**src/rtl/lsu_agu.sv**
```systemverilog
// Address-generation stage: computes rs1+imm, checks alignment and the DTCM window,
// and holds one entry that either issues to the LSU control unit or raises an exception.
`ifndef XLEN
`define XLEN 32
`endif
`ifndef DTCM_ADDR_WIDTH
`define DTCM_ADDR_WIDTH 16
`endif
`ifndef ITAG_WIDTH
`define ITAG_WIDTH 4
`endif

module lsu_agu #(
  parameter int               OUTS_MAX  = 1,
  parameter logic [`XLEN-1:0] DTCM_BASE = 32'h8000_0000
) (
  input  logic                        clk,
  input  logic                        rst,
  input  logic                        agu_i_valid,
  output logic                        agu_i_ready,
  input  logic                        agu_i_read,
  input  logic [`XLEN-1:0]            agu_i_rs1,
  input  logic [`XLEN-1:0]            agu_i_imm,
  input  logic [`XLEN-1:0]            agu_i_rs2,
  input  logic [1:0]                  agu_i_size,
  input  logic                        agu_i_usign,
  input  logic [`ITAG_WIDTH-1:0]      agu_i_itag,
  output logic                        agu_cmd_valid,
  input  logic                        agu_cmd_ready,
  output logic                        agu_cmd_read,
  output logic                        agu_cmd_usign,
  output logic [1:0]                  agu_cmd_size,
  output logic [`DTCM_ADDR_WIDTH-1:0] agu_cmd_addr,
  output logic [`XLEN-1:0]            agu_cmd_wdata,
  output logic [`XLEN/8-1:0]          agu_cmd_wmask,
  output logic [`ITAG_WIDTH-1:0]      agu_cmd_itag,
  input  logic                        agu_rsp_valid,
  output logic                        agu_rsp_ready,
  output logic                        agu_excp_valid,
  input  logic                        agu_excp_ready,
  output logic                        agu_excp_misalgn,
  output logic [`XLEN-1:0]            agu_excp_badaddr,
  output logic [`ITAG_WIDTH-1:0]      agu_excp_itag
);
  localparam int XW = `XLEN;
  localparam int AW = `DTCM_ADDR_WIDTH;
  localparam int TW = `ITAG_WIDTH;
  localparam int MW = XW / 8;

  typedef enum logic [1:0] {ST_EMPTY, ST_CMD, ST_EXCP} state_t;

  state_t          state_q, state_d;
  logic [1:0]      outs_q, outs_d;
  logic            read_q, read_d;
  logic            usign_q, usign_d;
  logic [1:0]      size_q, size_d;
  logic [XW-1:0]   ea_q, ea_d;
  logic [XW-1:0]   wdata_q, wdata_d;
  logic [MW-1:0]   wmask_q, wmask_d;
  logic [TW-1:0]   itag_q, itag_d;
  logic            misalgn_q, misalgn_d;

  logic [XW-1:0]   ea;
  logic            misalgn, fault;
  logic [XW-1:0]   wdata_n;
  logic [MW-1:0]   wmask_n;
  logic            cmd_fire, excp_fire, drain, in_fire, rsp_dec;

  assign ea      = agu_i_rs1 + agu_i_imm;
  assign misalgn = (agu_i_size == 2'b11) ||
                   (agu_i_size == 2'b01 && ea[0]) ||
                   (agu_i_size == 2'b10 && ea[1:0] != 2'b00);
  assign fault   = ea[XW-1:AW] != DTCM_BASE[XW-1:AW];

  always_comb begin
    wdata_n = '0;
    wmask_n = '0;
    if (!agu_i_read) begin
      unique case (agu_i_size)
        2'b00: begin
          wmask_n = MW'(1) << ea[1:0];
          wdata_n = {(XW/8){agu_i_rs2[7:0]}};
        end
        2'b01: begin
          wmask_n = MW'(3) << {ea[1], 1'b0};
          wdata_n = {(XW/16){agu_i_rs2[15:0]}};
        end
        default: begin
          wmask_n = '1;
          wdata_n = agu_i_rs2;
        end
      endcase
    end
  end

  // Exceptions wait for every older DTCM access to complete.
  assign agu_cmd_valid  = (state_q == ST_CMD) && ((outs_q < 2'(OUTS_MAX)) || agu_rsp_valid);
  assign agu_excp_valid = (state_q == ST_EXCP) && (outs_q == 2'd0);
  assign cmd_fire       = agu_cmd_valid && agu_cmd_ready;
  assign excp_fire      = agu_excp_valid && agu_excp_ready;
  assign drain          = cmd_fire || excp_fire;
  assign agu_i_ready    = (state_q == ST_EMPTY) || drain;
  assign in_fire        = agu_i_valid && agu_i_ready;
  assign rsp_dec        = agu_rsp_valid && (outs_q != 2'd0);
  assign agu_rsp_ready  = 1'b1;

  always_comb begin
    state_d   = state_q;
    outs_d    = outs_q;
    read_d    = read_q;
    usign_d   = usign_q;
    size_d    = size_q;
    ea_d      = ea_q;
    wdata_d   = wdata_q;
    wmask_d   = wmask_q;
    itag_d    = itag_q;
    misalgn_d = misalgn_q;
    if (in_fire) begin
      state_d   = (misalgn || fault) ? ST_EXCP : ST_CMD;
      read_d    = agu_i_read;
      usign_d   = agu_i_usign;
      size_d    = agu_i_size;
      ea_d      = ea;
      wdata_d   = wdata_n;
      wmask_d   = wmask_n;
      itag_d    = agu_i_itag;
      misalgn_d = misalgn;
    end else if (drain) begin
      state_d = ST_EMPTY;
    end
    unique case ({cmd_fire, rsp_dec})
      2'b10:   outs_d = outs_q + 2'd1;
      2'b01:   outs_d = outs_q - 2'd1;
      default: outs_d = outs_q;
    endcase
  end

  always_ff @(posedge clk or posedge rst) begin
    if (rst) begin
      state_q   <= ST_EMPTY;
      outs_q    <= '0;
      read_q    <= 1'b0;
      usign_q   <= 1'b0;
      size_q    <= '0;
      ea_q      <= '0;
      wdata_q   <= '0;
      wmask_q   <= '0;
      itag_q    <= '0;
      misalgn_q <= 1'b0;
    end else begin
      state_q   <= state_d;
      outs_q    <= outs_d;
      read_q    <= read_d;
      usign_q   <= usign_d;
      size_q    <= size_d;
      ea_q      <= ea_d;
      wdata_q   <= wdata_d;
      wmask_q   <= wmask_d;
      itag_q    <= itag_d;
      misalgn_q <= misalgn_d;
    end
  end

  assign agu_cmd_read     = read_q;
  assign agu_cmd_usign    = usign_q;
  assign agu_cmd_size     = size_q;
  assign agu_cmd_addr     = ea_q[AW-1:0];
  assign agu_cmd_wdata    = wdata_q;
  assign agu_cmd_wmask    = wmask_q;
  assign agu_cmd_itag     = itag_q;
  assign agu_excp_misalgn = misalgn_q;
  assign agu_excp_badaddr = ea_q;
  assign agu_excp_itag    = itag_q;

endmodule

```
**config.mk**
```make
export PLATFORM = sky130hd
export DESIGN_NAME = lsu_agu
export DESIGN_NICKNAME = d
export VERILOG_FILES = /design/src/rtl/lsu_agu.sv
export SDC_FILE = /design/constraint.sdc
export NUM_CORES = 1
export LEC_CHECK = 0
export BUFFER_PORTS_ARGS = -buffer_cell sky130_fd_sc_hd__buf_2
export CAP_MARGIN = 25
export CORE_ASPECT_RATIO = 0.8
export CORE_UTILIZATION = 56
export CTS_BUF_LIST = sky130_fd_sc_hd__clkbuf_2
export CTS_CLUSTER_DIAMETER = 30
export DETAILED_ROUTE_END_ITERATION = 16
export PLACE_DENSITY_LB_ADDON = 0.25
export SYNTH_ARGS = -nofsm -noshare
export SYNTH_HDL_FRONTEND = slang
export SYNTH_SLANG_ARGS = --single-unit
```
**constraint.sdc**
```tcl
create_clock -name clk -period 4.3 [get_ports clk]
set_input_delay 0 -clock clk [delete_from_list [all_inputs] [get_ports clk]]
set_output_delay 0 -clock clk [all_outputs]
set_load 0.03 [all_outputs]
```
# == Word-level counts from Yosys, hierarchy flattened ==
# Index checks and enable logic that the tools add are counted.
# classes
addsub,3
order_cmp,1
eq_ne,8
shifts,2
mux,8
reduce_logical,21
# op_table
cell,n
$pmux 32 s2,1
$add 32x32->32,1
$mux 32,1
$ne 16x16->1 const B,1
$eq 2x2->1 const B,4
$logic_and 1x1->1,8
$pmux 4 s2,1
$reduce_bool 2->1,4
$eq 2x1->1 const B,3
$logic_not 2->1,3
$logic_or 1x1->1,6
$mux 2,3
$mux 4,1
$pmux 2 s2,1
$shl 1x2->4 const A,1
$shl 2x2->4 const A,1
$add 2x1->2 const B,1
$lt 2x1->1 const B,1
$sub 2x1->2 const B,1
# word_totals
regBits,81
in_bits,110
output_inout_bits,101
wordCells,53

# == Longest topological paths before layout ==
# Gate-level depths: netlist (run 1).
# logic_depth
word_depth,8
depth_mapped,12
ltp_nobuf,12

# == Least setup slack after synthesis (run 1) ==
# OpenSTA, ideal clock, no wires.
# synth_path
path_type,reg2reg
from,register outs_q[0]
to,register ea_q[31] (netlist: agu_excp_badaddr[31])
setup_time_ps,143
t_arrival_ps,3166
t_required_ps,4157
path_slack_ps,991
path_stages_with_launch,12
n_path_buf,3
synth_period_minus_slack_ps,3309
cell_sequence,dfrtp_1 -> inv_1 -> ha_1 -> nor2_1 -> nor3b_1 -> nand2_1 -> o21ai_0 -> and2_1 -> clkbuf_1 -> clkbuf_1 -> clkbuf_1 -> a31oi_1
# synth_between
elab_chain_len,7
elab_cells_between_ends,10
cone_classes,1 x order compare; 9 x reduce/logical
# synth_rtl
item,line_no,text
"start, declared",53,"logic [1:0] outs_q, outs_d;"
"start signal, assigned",152,outs_q <= outs_d;
$lt 2x1->1,97,assign agu_cmd_valid = (state_q == ST_CMD) && ((outs_q < 2'(OUTS_MAX)) || agu_rsp_valid);
$logic_or 1x1->1,97,
$logic_and 1x1->1,97,
named net agu_cmd_valid,28,"output logic agu_cmd_valid,"
$logic_and 1x1->1,99,assign cmd_fire = agu_cmd_valid && agu_cmd_ready;
$logic_or 1x1->1,101,assign drain = cmd_fire || excp_fire;
$logic_or 1x1->1,102,assign agu_i_ready = (state_q == ST_EMPTY) || drain;
named net agu_i_ready,20,"output logic agu_i_ready,"
$logic_and 1x1->1,103,assign in_fire = agu_i_valid && agu_i_ready;
"end signal, assigned",145,ea_q <= '0;
"end signal, assigned",156,ea_q <= ea_d;
"end, declared",57,"logic [XW-1:0] ea_q, ea_d;"
# The timed path passes the listed nets, and every way through them passes these cells.
# A chain may end at the register's enable or synchronous reset.

# == Final worst setup path (run 1) ==
# layout_path
from,input agu_i_imm[4]
to,register state_q[1]
# layout_between
elab_chain_len,5
# layout_rtl
item,line_no,text
"start, declared",23,"input logic [`XLEN-1:0] agu_i_imm,"
$add 32x32->32,69,assign ea = agu_i_rs1 + agu_i_imm;
$ne 16x16->1,73,assign fault = ea[XW-1:AW] != DTCM_BASE[XW-1:AW];
$logic_or 1x1->1,119,state_d = (misalgn || fault) ? ST_EXCP : ST_CMD;
$mux 2,119,
$mux 2,118,if (in_fire) begin
"end signal, assigned",151,state_q <= state_d;
"end, declared",52,"state_t state_q, state_d;"
# No other way between the ends.

==> results, run 1 <==
- The flow ran to the end, and the final reports show no timing, DRC or antenna violations.
- Sequential cells account for 31.4% of the total power.
- The die covers 0.0108 mm2.
- The number of DRC violations after detailed-routing iteration 0 is 600.
- The total area inside the core boundary comes to 0.00985 mm2.
- Setup violations remaining at the end of the flow were counted as 0.
- The worst setup slack before clock tree synthesis is 1410 ps.
- The share of the synthesized area in the top cell type is 34.9%.
- Leaving out fill and tap cells, the most frequent cell in the layout is sky130_fd_sc_hd__buf_2.
- The fraction of power spent switching nets is 53.7%.
- The number of global-route vias before repair is 6,102.
- The number of enable-type register cells in the synthesized netlist is 0.
- Internal power comes to 1.97 mW.
- The clock net sink count is 81.
- Detailed routing inserted a total of 6,280 vias.
- The number of distinct standard cells referenced by the synthesized netlist is 66.
- The count of input and output buffers is 209.
- In this run the worst path has a maximum fanout of 4.
- The part of the Yosys area used for sequential elements is 34.9%.
- The highest routing layer actually used is met4.
- The kind of launch point of the worst setup path is an input port.
- The highest ir drop seen on vdd is 0.490 mV.
- The tool flagged a number of max-cap violations equal to 0.
- The critical path goes through dlygate4sd3_1 -> buf_2 -> ha_1 -> and2_1 -> a221oi_2 -> a21oi_1 -> o2111ai_1 -> a21boi_1 -> or3_2 -> a211oi_1 -> and3_1 -> a31oi_1 -> dlygate4sd3_1.
- The total number of nets in the final design is 1,058.
- The count of endpoints failing hold in the final timing report was 0.
- Power spread over the standard cell area amounts to 558 mW/mm2.
- The critical path endpoint category is a register.
- Data on the critical path is required at its endpoint by 4780 ps.
- The total number of placement rows is 32.
- The critical path data arrival time is 3920 ps.
- The horizontal die dimension is 116 um.
- The worst setup path is of the in2reg kind.
- Once the floorplan was initialized, standard cells occupied 58.9% of the core.
- The overall routing resource usage is 35.3%.
- The number of antenna violations at the first check in global routing was 0.
- Ranked by total cell area, the synthesized netlist is headed by sky130_fd_sc_hd__dfrtp_1 (35%), sky130_fd_sc_hd__nand2_1 (7.6%), sky130_fd_sc_hd__ha_1 (7.1%).
- Global routing finished with a remaining overflow of 0.
- The number of pins exceeding their max-slew limit in the final report is 0.
- The maximum count of clock buffers along a single path is 2.
- Once detailed placement completed, the half-perimeter wirelength came to 12,700 um.
- The cell area after synthesis is 0.00580 mm2.
- The latest clock arrival within the worst-skew pair is 550 ps.
- The path type of the worst min-delay path is in2async.
- The proportion of power drawn by combinational gates is 59.1%.
- The final critical path takes up 80.0% of the cycle.
- During synthesis, Yosys emitted a total of 0 warnings.
- The number of CTS-inserted buffers is 9.
- Counting flops with an async set or reset pin after synthesis yields a share of 100%.
- The first-pass detailed-route iteration total is 5.
- The via density per instance is 5.95.
- For this design the top-level I/O count stands at 211.
- The clock period minus final worst setup slack is 3440 ps.
- Synthesis produced a netlist whose cell count is 668.
- The last weighted congestion value of the routability-driven placer is 0.942.
- The tree is rooted in a sky130_fd_sc_hd__clkbuf_2.
- TritonCTS built the clock tree.
- The cell that appears most often on the critical path is sky130_fd_sc_hd__dlygate4sd3_1.
- In this run the number of H-tree levels came out at 3.
- The count of nets left with antenna violations once routing finished came out at 0.
- Headroom to the max-slew limit came out at 42.6%.
- The leakage power is 3.79 nW.
- After detailed routing, the met3 layer carries 1530 um of wire.
- The total length of routed met2 wires is 9140 um.
- The post-detailed-route DRC marker count is 0.
- Summed over all layers, the routed wires come to 19,300 um.
- The post-synthesis cell type with the largest combined area is sky130_fd_sc_hd__dfrtp_1.
- The aggregate negative setup slack is 0 ps.
- In the layout the commonest cells are sky130_fd_sc_hd__buf_2 (209), sky130_fd_sc_hd__nand2_1 (116), sky130_fd_sc_hd__dlygate4sd3_1 (82).
- For this run, the slowest stage of the critical path takes 570 ps.
- Setup repair after global routing left no endpoint under its margin.
- The routed metal-1 wirelength is 7820 um.
- The achievable frequency is 291 MHz.
- In the final routed layout, each cell accounts on average for 18.3 um.
- The global-route wire length before repair is 29,400 um.
- The net switching component of the power is 2.29 mW.
- The clock group share of total power is 9.5%.
- Setup slack on the critical path of the routed design comes to 861 ps.
- For this design, the slowest cell found on the critical path is sky130_fd_sc_hd__dlygate4sd3_1.
- The area of all placed cells without fillers is 0.00764 mm2.
- At the pin with the least slew margin, the transition time is 861 ps.
- The average instance in the mapped netlist occupies 8.68 um2.
- The main flop type after synthesis is sky130_fd_sc_hd__dfrtp_1.
- Clock-pin slew was measured on the worst setup and hold paths at 260 ps.
- After synthesis the netlist holds a flip-flop and latch count of 81.
- The count of fill cells added during filler insertion is 697.
- After detailed placement, the total cell area comes to 0.00671 mm2.
- Entering global routing, the biggest net connects 92 pins.
- The floorplan step set the die height to 93.0 um.
- Compared with the post-synthesis result, the final layout area differs by 31.7%.
- The post-synth net total is 812.
- Summing internal, switching and leakage power gives 4.26 mW.
- The worst-case clock skew is 32.6 ps.
- The fraction of layout instances using a drive strength above 1 is 28.4%.
final timing paths:
check | to | cells past startpoint | slack [ps] | from
max | state_q[1]$_DFFE_PP0P_ | 13 | 860 | agu_i_imm[4]
min | agu_cmd_wdata[12]$_DFFE_PP0P_ | 3 | 20 | rst
max reg2reg | state_q[0]$_DFFE_PP0P_ | 13 | 950 | outs_q[0]$_DFFE_PP0P_
min reg2reg | outs_q[0]$_DFFE_PP0P_ | 1 | 510 | outs_q[0]$_DFFE_PP0P_
max in group asynchronous | agu_excp_badaddr[16]$_DFFE_PP0P_ | 4 | 3200 | rst
min in group clk | agu_excp_badaddr[7]$_DFFE_PP0P_ | 4 | 20 | agu_i_imm[7]
metrics by stage:
stage | utilization (%) | hold WS [ps] | std cells
global route | 77.6 | 34.1 | 1055
global placement | 68.1 | 111 | 956
detailed placement | 68.1 | 112 | 956
finish | 77.6 | 15.1 | 1056
floorplan | - | 105 | 668
CTS | 77.4 | 0.364 | 1053
state kept, by name, summed over array words and instances (netlist names):
| register | cells |
|---|---|
| outs_q | 2 |
| agu_cmd_wmask | 4 |
| agu_excp_badaddr | 32 |
| agu_cmd_itag | 4 |
| state_q | 2 |
| agu_cmd_read | 1 |
| agu_cmd_size | 2 |
| agu_cmd_usign | 1 |
| agu_cmd_wdata | 32 |
| agu_excp_misalgn | 1 |
cell type report:
| cell class | instances | area, um2 | share of cell area (%) |
|---|---|---|---|
| tap | 136 | 170 | 2.23 |
| antenna | 1 | 2.50 | 0.0327 |
| sequential | 81 | 2030 | 26.5 |
| multi-input combinational | 513 | 3390 | 44.3 |
| clock inverter | 7 | 60.1 | 0.786 |
| inverter | 14 | 53.8 | 0.704 |
| clock buffer | 9 | 45.0 | 0.589 |
| timing repair buffer | 295 | 1900 | 24.8 |
critical path, delay by kind of cell:
kind / cells / cell delay (ps)
buf+inv: 3 / 1240
fa+ha+maj: 1 / 340
compound gates: 6 / 1440
simple gates: 3 / 900
what timing repair did:
action / 4_1_cts / 5_1_grt
hold endpoints to repair: 95 / 1
gates resized for setup: 0 / 0
setup buffers: 0 / 0
hold buffers: 81 / 1
cell families after synthesis:
group	after synthesis	share of synthesized area, %
simple gates	217	17.3
compound gates	203	23.7
flops	81	34.9
buf+inv	74	6.82
fa+ha+maj	34	7.46
mux	34	6.06
xor+xnor	24	3.62
other cells	1	0.0646
cells in the mapped netlist, types with 3 or more instances:
cell type / count
sky130_fd_sc_hd__xnor2_1: 9
sky130_fd_sc_hd__inv_1: 14
sky130_fd_sc_hd__buf_4: 23
sky130_fd_sc_hd__o21bai_1: 4
sky130_fd_sc_hd__nand4_1: 12
sky130_fd_sc_hd__clkbuf_1: 27
sky130_fd_sc_hd__o31ai_1: 28
sky130_fd_sc_hd__mux2i_1: 25
sky130_fd_sc_hd__buf_2: 5
sky130_fd_sc_hd__a211oi_1: 9
sky130_fd_sc_hd__xor2_1: 15
sky130_fd_sc_hd__a21oi_1: 42
sky130_fd_sc_hd__a21boi_0: 7
sky130_fd_sc_hd__o21ai_0: 57
sky130_fd_sc_hd__nor3_1: 10
sky130_fd_sc_hd__o211ai_1: 4
sky130_fd_sc_hd__and3_1: 4
sky130_fd_sc_hd__dfrtp_1: 81
sky130_fd_sc_hd__and4_1: 4
sky130_fd_sc_hd__nand2b_1: 13
sky130_fd_sc_hd__ha_1: 33
sky130_fd_sc_hd__nor3b_1: 3
sky130_fd_sc_hd__nand3_1: 11
sky130_fd_sc_hd__a31oi_1: 3
sky130_fd_sc_hd__nand2_1: 117
sky130_fd_sc_hd__nor2_1: 26
sky130_fd_sc_hd__a21o_1: 13
sky130_fd_sc_hd__o2111ai_1: 3
sky130_fd_sc_hd__o21a_1: 6
sky130_fd_sc_hd__mux2_2: 9
sky130_fd_sc_hd__and2_1: 3
metal layers:
layer,up-vias,global-route usage (%)
met5,-,0
met3,75,5.83
li1,2880,-
met1,2950,44.7
met2,375,58.6
met4,0,17.7
power by group through the flow:
stage                     registers (mW)  logic, mW  clock network (mW)
after floorplan                     1.98       1.12                   0
after global placement              1.32       2.33                   0
after detailed placement            1.33       2.37                   0
after CTS                           1.32       2.47               0.402
after global routing                1.38       2.69               0.430
final                               1.34       2.52               0.404
Note: power is estimated with default switching activity, not from simulation.
==> inputs of run 2 (changes only) <==
CORE_UTILIZATION = 47   (was 56)
clock period = 2.8 ns   (was 4.3 ns; I/O delays follow)
==> results, run 2 (synthesis gave the netlist of run 1 again) <==
- The top cell types in the final layout, fill and taps aside, are sky130_fd_sc_hd__buf_2 (209), sky130_fd_sc_hd__nand2_1 (116), sky130_fd_sc_hd__dlygate4sd3_1 (84).
- The post-route worst setup slack is 58.5 ps (-802 ps).
- The half-perimeter wire length of the detailed placement result came to 13,100 um (+3.0%).
- In this design, the critical path's most frequently occurring cell is sky130_fd_sc_hd__dlygate4sd3_1.
- The multi-input logic area came to 0.00343 mm2 (+1.3%).
- The aggregate negative setup slack is 0 ps (unchanged).
- The register area is 0.00203 mm2 (unchanged).
- The area of all placed cells without fillers was 0.00795 mm2 (+4.0%).
- The maximum count of clock buffers along a single path is 2 (unchanged).
- The largest fanout on the critical path is 10 (+6).
- The worst max-slew margin expressed relative to the limit is 58.2% (+16 points).
- Walking the worst path, the cells encountered are buf_2 -> ha_1 -> nand4_1 -> o211ai_1 -> a2111oi_4 -> a21o_4 -> a21oi_2 -> o31ai_1 -> dlygate4sd3_1 -> a31oi_1 -> dlygate4sd3_1.
- The number of H-tree branching levels came to 3 (unchanged).
- The post-detailed-routing wire length came to 18,300 um (-5.0%).
- The average wire per standard cell is 16.7 um (-8.7%).
- The initial standard-cell utilization of the core came to 49.2% (-9.7 points).
- The placed standard-cell area is 0.00693 mm2 (+3.4%).
- The master cell of the clock root buffer is sky130_fd_sc_hd__clkbuf_2.
- The die outline area is 0.0128 mm2 (+19%).
- The leakage power is 3.96 nW (+4.5%).
- The placeable core area was 0.0118 mm2 (+20%).
- The overall routing resource usage is 29.1% (-6.3 points).
- The last weighted congestion value of the routability-driven placer is 0.914 (-3.0%).
- The transition time of the tightest slew-check pin came to 626 ps (-235 ps).
- The slowest stage of the critical path is the sky130_fd_sc_hd__dlygate4sd3_1 cell.
- The number of antenna violations at the first check in global routing is 0 (unchanged).
- The worst-case clock skew came to 24.3 ps (-8.27 ps).
- The critical path endpoint category is a register.
- The critical path in this run is classified as in2reg.
- The flow ran to the end, and the final reports show no timing, DRC or antenna violations.
- The achievable frequency is 365 MHz.
- The die height is 101 um (+9.0%).
- The number of placed I/O pins is 211 (unchanged).
- The register clock-pin slew on the reported worst setup and hold paths is 260 ps (about the same).
- The horizontal die dimension is 126 um (+9.0%).
- The filler-free cell count of the finished design is 1,099 (+4.1%).
- The sum of overflow across all layers after global routing is 0 (unchanged).
- The number of pins exceeding their max-slew limit in the final report is 0 (unchanged).
- The setup-violating endpoint count in the final report is 0 (unchanged).
- The delay of the slowest cell on the worst path was 640 ps (+70 ps).
- The path type of the worst min-delay path is in2reg.
- The total number of nets in the final design is 1,089 (+2.9%).
- The worst setup path is launched from an input port.
- The total power per unit cell area is 839 mW/mm2 (+50%).
- The data required time of the worst path is 3300 ps (-1480 ps).
- The number of DRC violations after detailed-routing iteration 0 is 418 (-30%).
- The post-detailed-route DRC marker count is 0 (unchanged).
- The critical path data arrival time is 3250 ps (-670 ps).
- The highest ir drop seen on vdd was 0.675 mV (+38%).
- The number of CTS-inserted buffers is 9 (unchanged).
- The core occupancy in the finished layout was 67.5% (-10 points).
- The number of cells in the design after placement is 993 (+3.9%).
- The CTS tree is yes.
- The fraction of layout instances using a drive strength above 1 is 31.4% (+3.0 points).
- The first-pass detailed-route iteration total came to 5 (unchanged).
- The latest clock arrival within the worst-skew pair is 580 ps (+30 ps).
- The most common cell after layout, fill and taps aside is sky130_fd_sc_hd__buf_2.
- The number of routed nets with antenna violations came to 0 (unchanged).
- The count of input and output buffers is 209 (unchanged).
- The total number of placement rows is 35 (+9.4%).
- The global-route wire length before repair is 29,200 um (-0.61%).
- The via density per instance is 5.59 (-6.0%).
- The number of vias in the routed layout was 6,146 (-2.1%).
- The largest net degree at the start of global routing is 44 (-52%).
- The clock net sink count is 81 (unchanged).
- The number of global-route vias before repair is 5,795 (-5.0%).
- Compared with the post-synthesis result, the final layout area differs by 37.0%.
- Setup repair after global routing could not meet its margin everywhere.
- The worst setup slack before clock tree synthesis is -21.5 ps (-1430 ps).
- The final cycle utilization of the critical path is 97.9%.
- The count of endpoints failing hold in the final timing report is 0 (unchanged).
- The clock period minus final worst setup slack is 2740 ps.
- The count of fill cells added during filler insertion is 955 (+37%).
- The number of maximum-capacitance violations is 0 (unchanged).
==> run 2: changes by cell type in the layout (fill, tap and decap cells not counted), moves of 2 or more <==
cell	delta
sky130_fd_sc_hd__dlygate4sd3_1	+2
sky130_fd_sc_hd__a21oi_1	-3
sky130_fd_sc_hd__o21ai_0	-3
sky130_fd_sc_hd__o21ai_1	+2
sky130_fd_sc_hd__a21oi_2	+3
sky130_fd_sc_hd__buf_4	+28
==> run 2: final cells by class <==
| class | count | area share [%] |
|---|---|---|
| inverter | 14 | 0.677 |
| tap | 148 | 2.33 |
| multi-input combinational | 513 | 43.1 |
| timing repair buffer | 326 | 27.0 |
| antenna | 1 | 0.0315 |
| clock buffer | 9 | 0.567 |
| clock inverter | 7 | 0.756 |
| sequential | 81 | 25.5 |
==> run 2: stage by stage <==
step | total power, mW | hold slack [ps]
after floorplan | 4.76 | 105
after global placement | 5.70 | 15.6
after detailed placement | 5.78 | 27.1
after CTS | 6.60 | 1.74
after global routing | 7.09 | 23.1
final | 6.67 | 30.6
==> run 2: worst max-delay path, delay by kind of cell <==
family / cells / cell delay [ps]
fa+ha+maj: 1 / 420
compound gates: 6 / 1390
simple gates: 1 / 120
buf+inv: 3 / 1300
==> run 2: path summary, 6_finish.rpt <==
path / from / slack, ps / end / cells past startpoint
worst max-delay path: agu_i_rs1[10] / 60 / agu_excp_badaddr[31]$_DFFE_PP0P_ / 11
worst min-delay path: agu_i_imm[3] / 30 / agu_excp_badaddr[4]$_DFFE_PP0P_ / 5
worst max register to register: outs_q[0]$_DFFE_PP0P_ / 240 / state_q[1]$_DFFE_PP0P_ / 11
worst min register to register: outs_q[0]$_DFFE_PP0P_ / 500 / outs_q[0]$_DFFE_PP0P_ / 1
max in group asynchronous: rst / 1510 / agu_excp_badaddr[3]$_DFFE_PP0P_ / 5
min in group asynchronous: rst / 470 / agu_cmd_wdata[16]$_DFFE_PP0P_ / 4
==> run 2: repair_timing <==
item,CTS,global route
resized for setup,0,9
buffers inserted,0,5
endpoints found under the hold margin,146,0
hold buffers,84,0
endpoints found under the setup margin,0,6
==> run 2: where the power goes <==
part,leakage [nW],internal (mW),switching (mW)
sequential,1.02,1.70,0.328
clock,0.0696,0.138,0.482
combinational,2.87,1.35,2.67
total,3.96,3.18,3.48
==> run 2: layer usage <==
metal	wire, um	global-route usage (%)
met5	0	0
met4	584	12.4
met3	1330	6.34
met2	8280	44.9
met1	8150	39.7
==> inputs of run 3 (changes only) <==
ABC_AREA = 1   (was unset)
CORE_UTILIZATION = 48   (was 47)
RECOVER_POWER = 25   (was unset)
==> results, run 3 <==
- The flow ran to the end, and the final reports show no timing, DRC or antenna violations.
- The endpoint identified for the worst register-to-register timing path is agu_cmd_itag[2]$_DFFE_PP0P_.
- The critical path start-end classification is reg2reg.
- The share of the synthesized area in the top cell type is 33.1% (-1.9 points).
- The leakage power is 4.78 nW (+21%).
- The latest clock arrival within the worst-skew pair came to 520 ps (-60 ps).
- The total power per unit cell area is 799 mW/mm2 (-4.7%).
- The aggregate negative setup slack is 0 ps (unchanged).
- The initial standard-cell utilization of the core is 49.9% (+0.63 points).
- Among all flip-flop cells after synthesis, the most frequent one is sky130_fd_sc_hd__dfrtp_1.
- The register clock-pin slew on the reported worst setup and hold paths is 240 ps (-20 ps).
- The buffering stage count on the worst path with inverters included was 5 (+2).
- The worst setup path is captured at a register.
- The first-pass detailed-route iteration total is 5 (unchanged).
- Sorting the synthesized cells by area gives the leading types as sky130_fd_sc_hd__dfrtp_1 (33%), sky130_fd_sc_hd__nand2_1 (19%), sky130_fd_sc_hd__inv_1 (7.9%).
- Among the stages of the critical path, the cell type that occurs most often is sky130_fd_sc_hd__nand2_1.
- For hold timing, the worst endpoint is agu_excp_badaddr[11]$_DFFE_PP0P_.
- The final cycle utilization of the critical path was 95.9% (-2.0 points).
- The setup-violating endpoint count in the final report is 0 (unchanged).
- The horizontal die dimension came to 128 um (+1.7%).
- The clock net sink count is 81 (unchanged).
- The total number of nets in the final design came to 1,337 (+23%).
- The clock period minus final worst setup slack was 2680 ps (-56.8 ps).
- The data required time of the worst path is 3230 ps (-70 ps).
- The die outline area is 0.0132 mm2 (+3.5%).
- The mean instance size in the synthesized netlist is 6.87 um2 (-21%).
- Leaving out fill and tap cells, the most frequent cell in the layout is sky130_fd_sc_hd__nand2_1.
- The fraction of layout instances using a drive strength above 1 is 24.5% (-6.9 points).
- The path depth of the worst reg2reg path is 14 (+3).
- The core occupancy in the finished layout was 68.9% (+1.4 points).
- The tightest min-delay check is of the in2reg type.
- The part of the Yosys area used for sequential elements is 33.1% (-1.9 points).
- The area overhead of the layout relative to synthesis is 38.2%.
- The placeable core area is 0.0123 mm2 (+4.4%).
- The total of flip-flops plus latches after synthesis is 81 (unchanged).
- The CTS tree is yes.
- The cell area after synthesis is 0.00613 mm2 (+5.7%).
- Setup repair after global routing left no endpoint under its margin.
- The number of antenna violations at the first check in global routing came to 0 (unchanged).
- The total number of placement rows is 36 (+2.9%).
- The number of distinct standard cells referenced by the synthesized netlist is 43 (-35%).
- The post-synth net total is 1,037 (+28%).
- The worst max-slew margin expressed relative to the limit is 37.6% (-21 points).
- The biggest area contributor in the post-synthesis netlist is sky130_fd_sc_hd__dfrtp_1.
- The critical path data arrival time is 3110 ps (-140 ps).
- The number of placed I/O pins is 211 (unchanged).
- The half-perimeter wire length of the detailed placement result is 13,700 um (+5.1%).
- The delay of the slowest cell on the worst path was 560 ps (-80 ps).
- The critical path goes through inv_1 -> ha_1 -> o21ai_1 -> nor2_1 -> nand2_1 -> nand2_1 -> inv_2 -> o21ai_2 -> nand2_4 -> clkinv_8 -> nand2_1 -> dlygate4sd3_1 -> nand2_1 -> dlygate4sd3_1.
- The post-detailed-routing wire length is 19,500 um (+6.5%).
- The largest delay contributor family on the critical path is buffers and inverters.
- The number of antenna repair diodes is 0 (-1).
- The count of input and output buffers is 209 (unchanged).
- The via density per instance was 4.95 (-12%).
- The average wire per standard cell was 14.3 um (-15%).
- The global-route wire length before repair came to 30,600 um (+4.7%).
- The number of maximum-capacitance violations is 0 (unchanged).
- The library cells used most frequently in the layout, excluding fill and tap cells, are sky130_fd_sc_hd__nand2_1 (313), sky130_fd_sc_hd__buf_2 (209), sky130_fd_sc_hd__inv_1 (128).
- The number of DRC violations after detailed-routing iteration 0 is 499 (+19%).
- In this run the critical register-to-register path is launched from outs_q[0]$_DFFE_PP0P_.
- The post-detailed-route DRC marker count is 0 (unchanged).
- The number of global-route vias before repair came to 6,424 (+11%).
- The last weighted congestion value of the routability-driven placer was 0.918 (+0.43%).
- The total power draw is 6.77 mW (+1.6%).
- The count of endpoints failing hold in the final timing report was 0 (unchanged).
- The number of pins exceeding their max-slew limit in the final report is 0 (unchanged).
- The sum of overflow across all layers after global routing is 0 (unchanged).
- The highest ir drop seen on vdd is 0.798 mV (+18%).
- The achievable frequency is 372 MHz (+2.1%).
- The post-synthesis async set-or-reset flop share was 100% (unchanged).
- The number of routed nets with antenna violations is 0 (unchanged).
- The number of H-tree branching levels is 3 (unchanged).
- The number of instances on the worst hold path is 4 (-1).
- STA classifies the critical path startpoint as a register.
- The number of enable-type register cells in the synthesized netlist came to 0 (unchanged).
- The warning count from the yosys run came to 0 (unchanged).
- The slowest cell on the critical path is sky130_fd_sc_hd__dlygate4sd3_1.
- The maximum count of clock buffers along a single path is 2 (unchanged).
- The commonest cells after synthesis are sky130_fd_sc_hd__nand2_1 (313), sky130_fd_sc_hd__inv_1 (129), sky130_fd_sc_hd__dfrtp_1 (81).
- The largest net degree at the start of global routing is 103 (+130%).
- The most frequently used cell type in the post-synthesis netlist is sky130_fd_sc_hd__nand2_1.
- The overall routing resource usage was 29.9% (+0.79 points).
- Clock tree synthesis selected as its root buffer the cell sky130_fd_sc_hd__clkbuf_2.
- The transition time of the tightest slew-check pin is 937 ps (+310 ps).
- The worst-case clock skew is 45.3 ps (+21.0 ps).
- The gate count after technology mapping is 893 (+34%).
- The worst-case register-to-register setup slack is 120 ps (-120 ps).
- The number of CTS-inserted buffers is 9 (unchanged).
- The die height is 103 um (+1.7%).
- The largest fanout on the critical path is 14 (+4).
- The number of vias in the routed layout came to 6,772 (+10%).
- The startpoint of the lowest-slack hold path is agu_i_rs1[11].
==> run 3: changes by cell type after synthesis, moves of 18 or more <==
cell                       before  now
sky130_fd_sc_hd__nand2_1      117  313
sky130_fd_sc_hd__inv_1         14  129
sky130_fd_sc_hd__o21ai_0       57   25
sky130_fd_sc_hd__o21ai_1        1   32
sky130_fd_sc_hd__a21oi_1       42   17
sky130_fd_sc_hd__nor2_1        26   51
sky130_fd_sc_hd__clkbuf_1      27    4
sky130_fd_sc_hd__nand3_1       11   31
sky130_fd_sc_hd__mux2i_1       25    6
sky130_fd_sc_hd__nand2_2        0   18
sky130_fd_sc_hd__nor2_2         0   18
==> run 3: worst max path at each step <==
| stage | start | end | depth (start not counted) |
|---|---|---|---|
| after floorplan | outs_q[0]$_DFFE_PP0P_ | agu_cmd_wdata[10]$_DFFE_PP0P_ | 13 |
| after global placement | agu_i_rs1[0] | state_q[1]$_DFFE_PP0P_ | 13 |
| after detailed placement | agu_i_rs1[0] | state_q[1]$_DFFE_PP0P_ | 18 |
| after CTS | outs_q[0]$_DFFE_PP0P_ | agu_cmd_usign$_DFFE_PP0P_ | 14 |
| after global routing | outs_q[0]$_DFFE_PP0P_ | agu_cmd_itag[1]$_DFFE_PP0P_ | 14 |
| final | outs_q[0]$_DFFE_PP0P_ | agu_cmd_itag[2]$_DFFE_PP0P_ | 14 |
==> run 3: timing repair <==
action                                 in CTS  in global routing
resized for setup                           0                  2
endpoints found under the hold margin     152                  0
setup endpoints to repair                   0                  3
buffers inserted                            0                  3
hold buffers                              112                  0
==> run 3: final cells by class <==
class,count,area (um2)
clock inverters,6,90.1
repair inverters,1,8.76
inverters,140,544
repair buffers,326,2220
well taps,171,214
fillers,1072,3820
flip-flops and latches,81,2030
clock buffers,10,50.0
multi-input cells,634,3320
==> run 3: cells by family after synthesis <==
group / synth area share (%)
muxes: 0.979
buffers and inverters: 12.8
other: 0.0612
adders and majority gates: 7.06
xor gates and xnor gates: 2.43
AOI/OAI and AO/OA: 11.2
DFF: 33.1
and+or+nand+nor: 32.4
==> run 3: tightest hold or removal path: cells and delay by family <==
family,cells,cell delay [ps]
buf+inv,1,80
fa+ha+maj,1,220
compound gates,1,80
xor+xnor,1,170
==> run 3: layer usage <==
layer  share of wire [%]  routed length (um)  track usage (%)  up-vias
li1                    -                   -                -     3387
met1                  45                8730             39.7     3012
met2                  45                8880             48.9      316
met3                 6.6                1290             4.57       57
met4                 3.3                 637             12.6        0
met5                   0                   0                0        -
==> run 3: through the flow <==
stage / hold slack (ps) / instances / cell area [um2] / worst slack, ps
final: 36.9 / 1369 / 8470 / 115
after detailed placement: -75.0 / 1237 / 7190 / 664
after global routing: 7.77 / 1369 / 8470 / 26.9
after floorplan: 99.7 / 893 / 6130 / 539
after global placement: -76.0 / 1237 / 7190 / 676
after CTS: 0.314 / 1365 / 8450 / 119
==> run 3: where the power goes <==
part	total (mW)	internal, mW	switching [mW]
clock	0.723	0.304	0.419
sequential	2.01	1.68	0.324
combinational	4.04	1.32	2.72
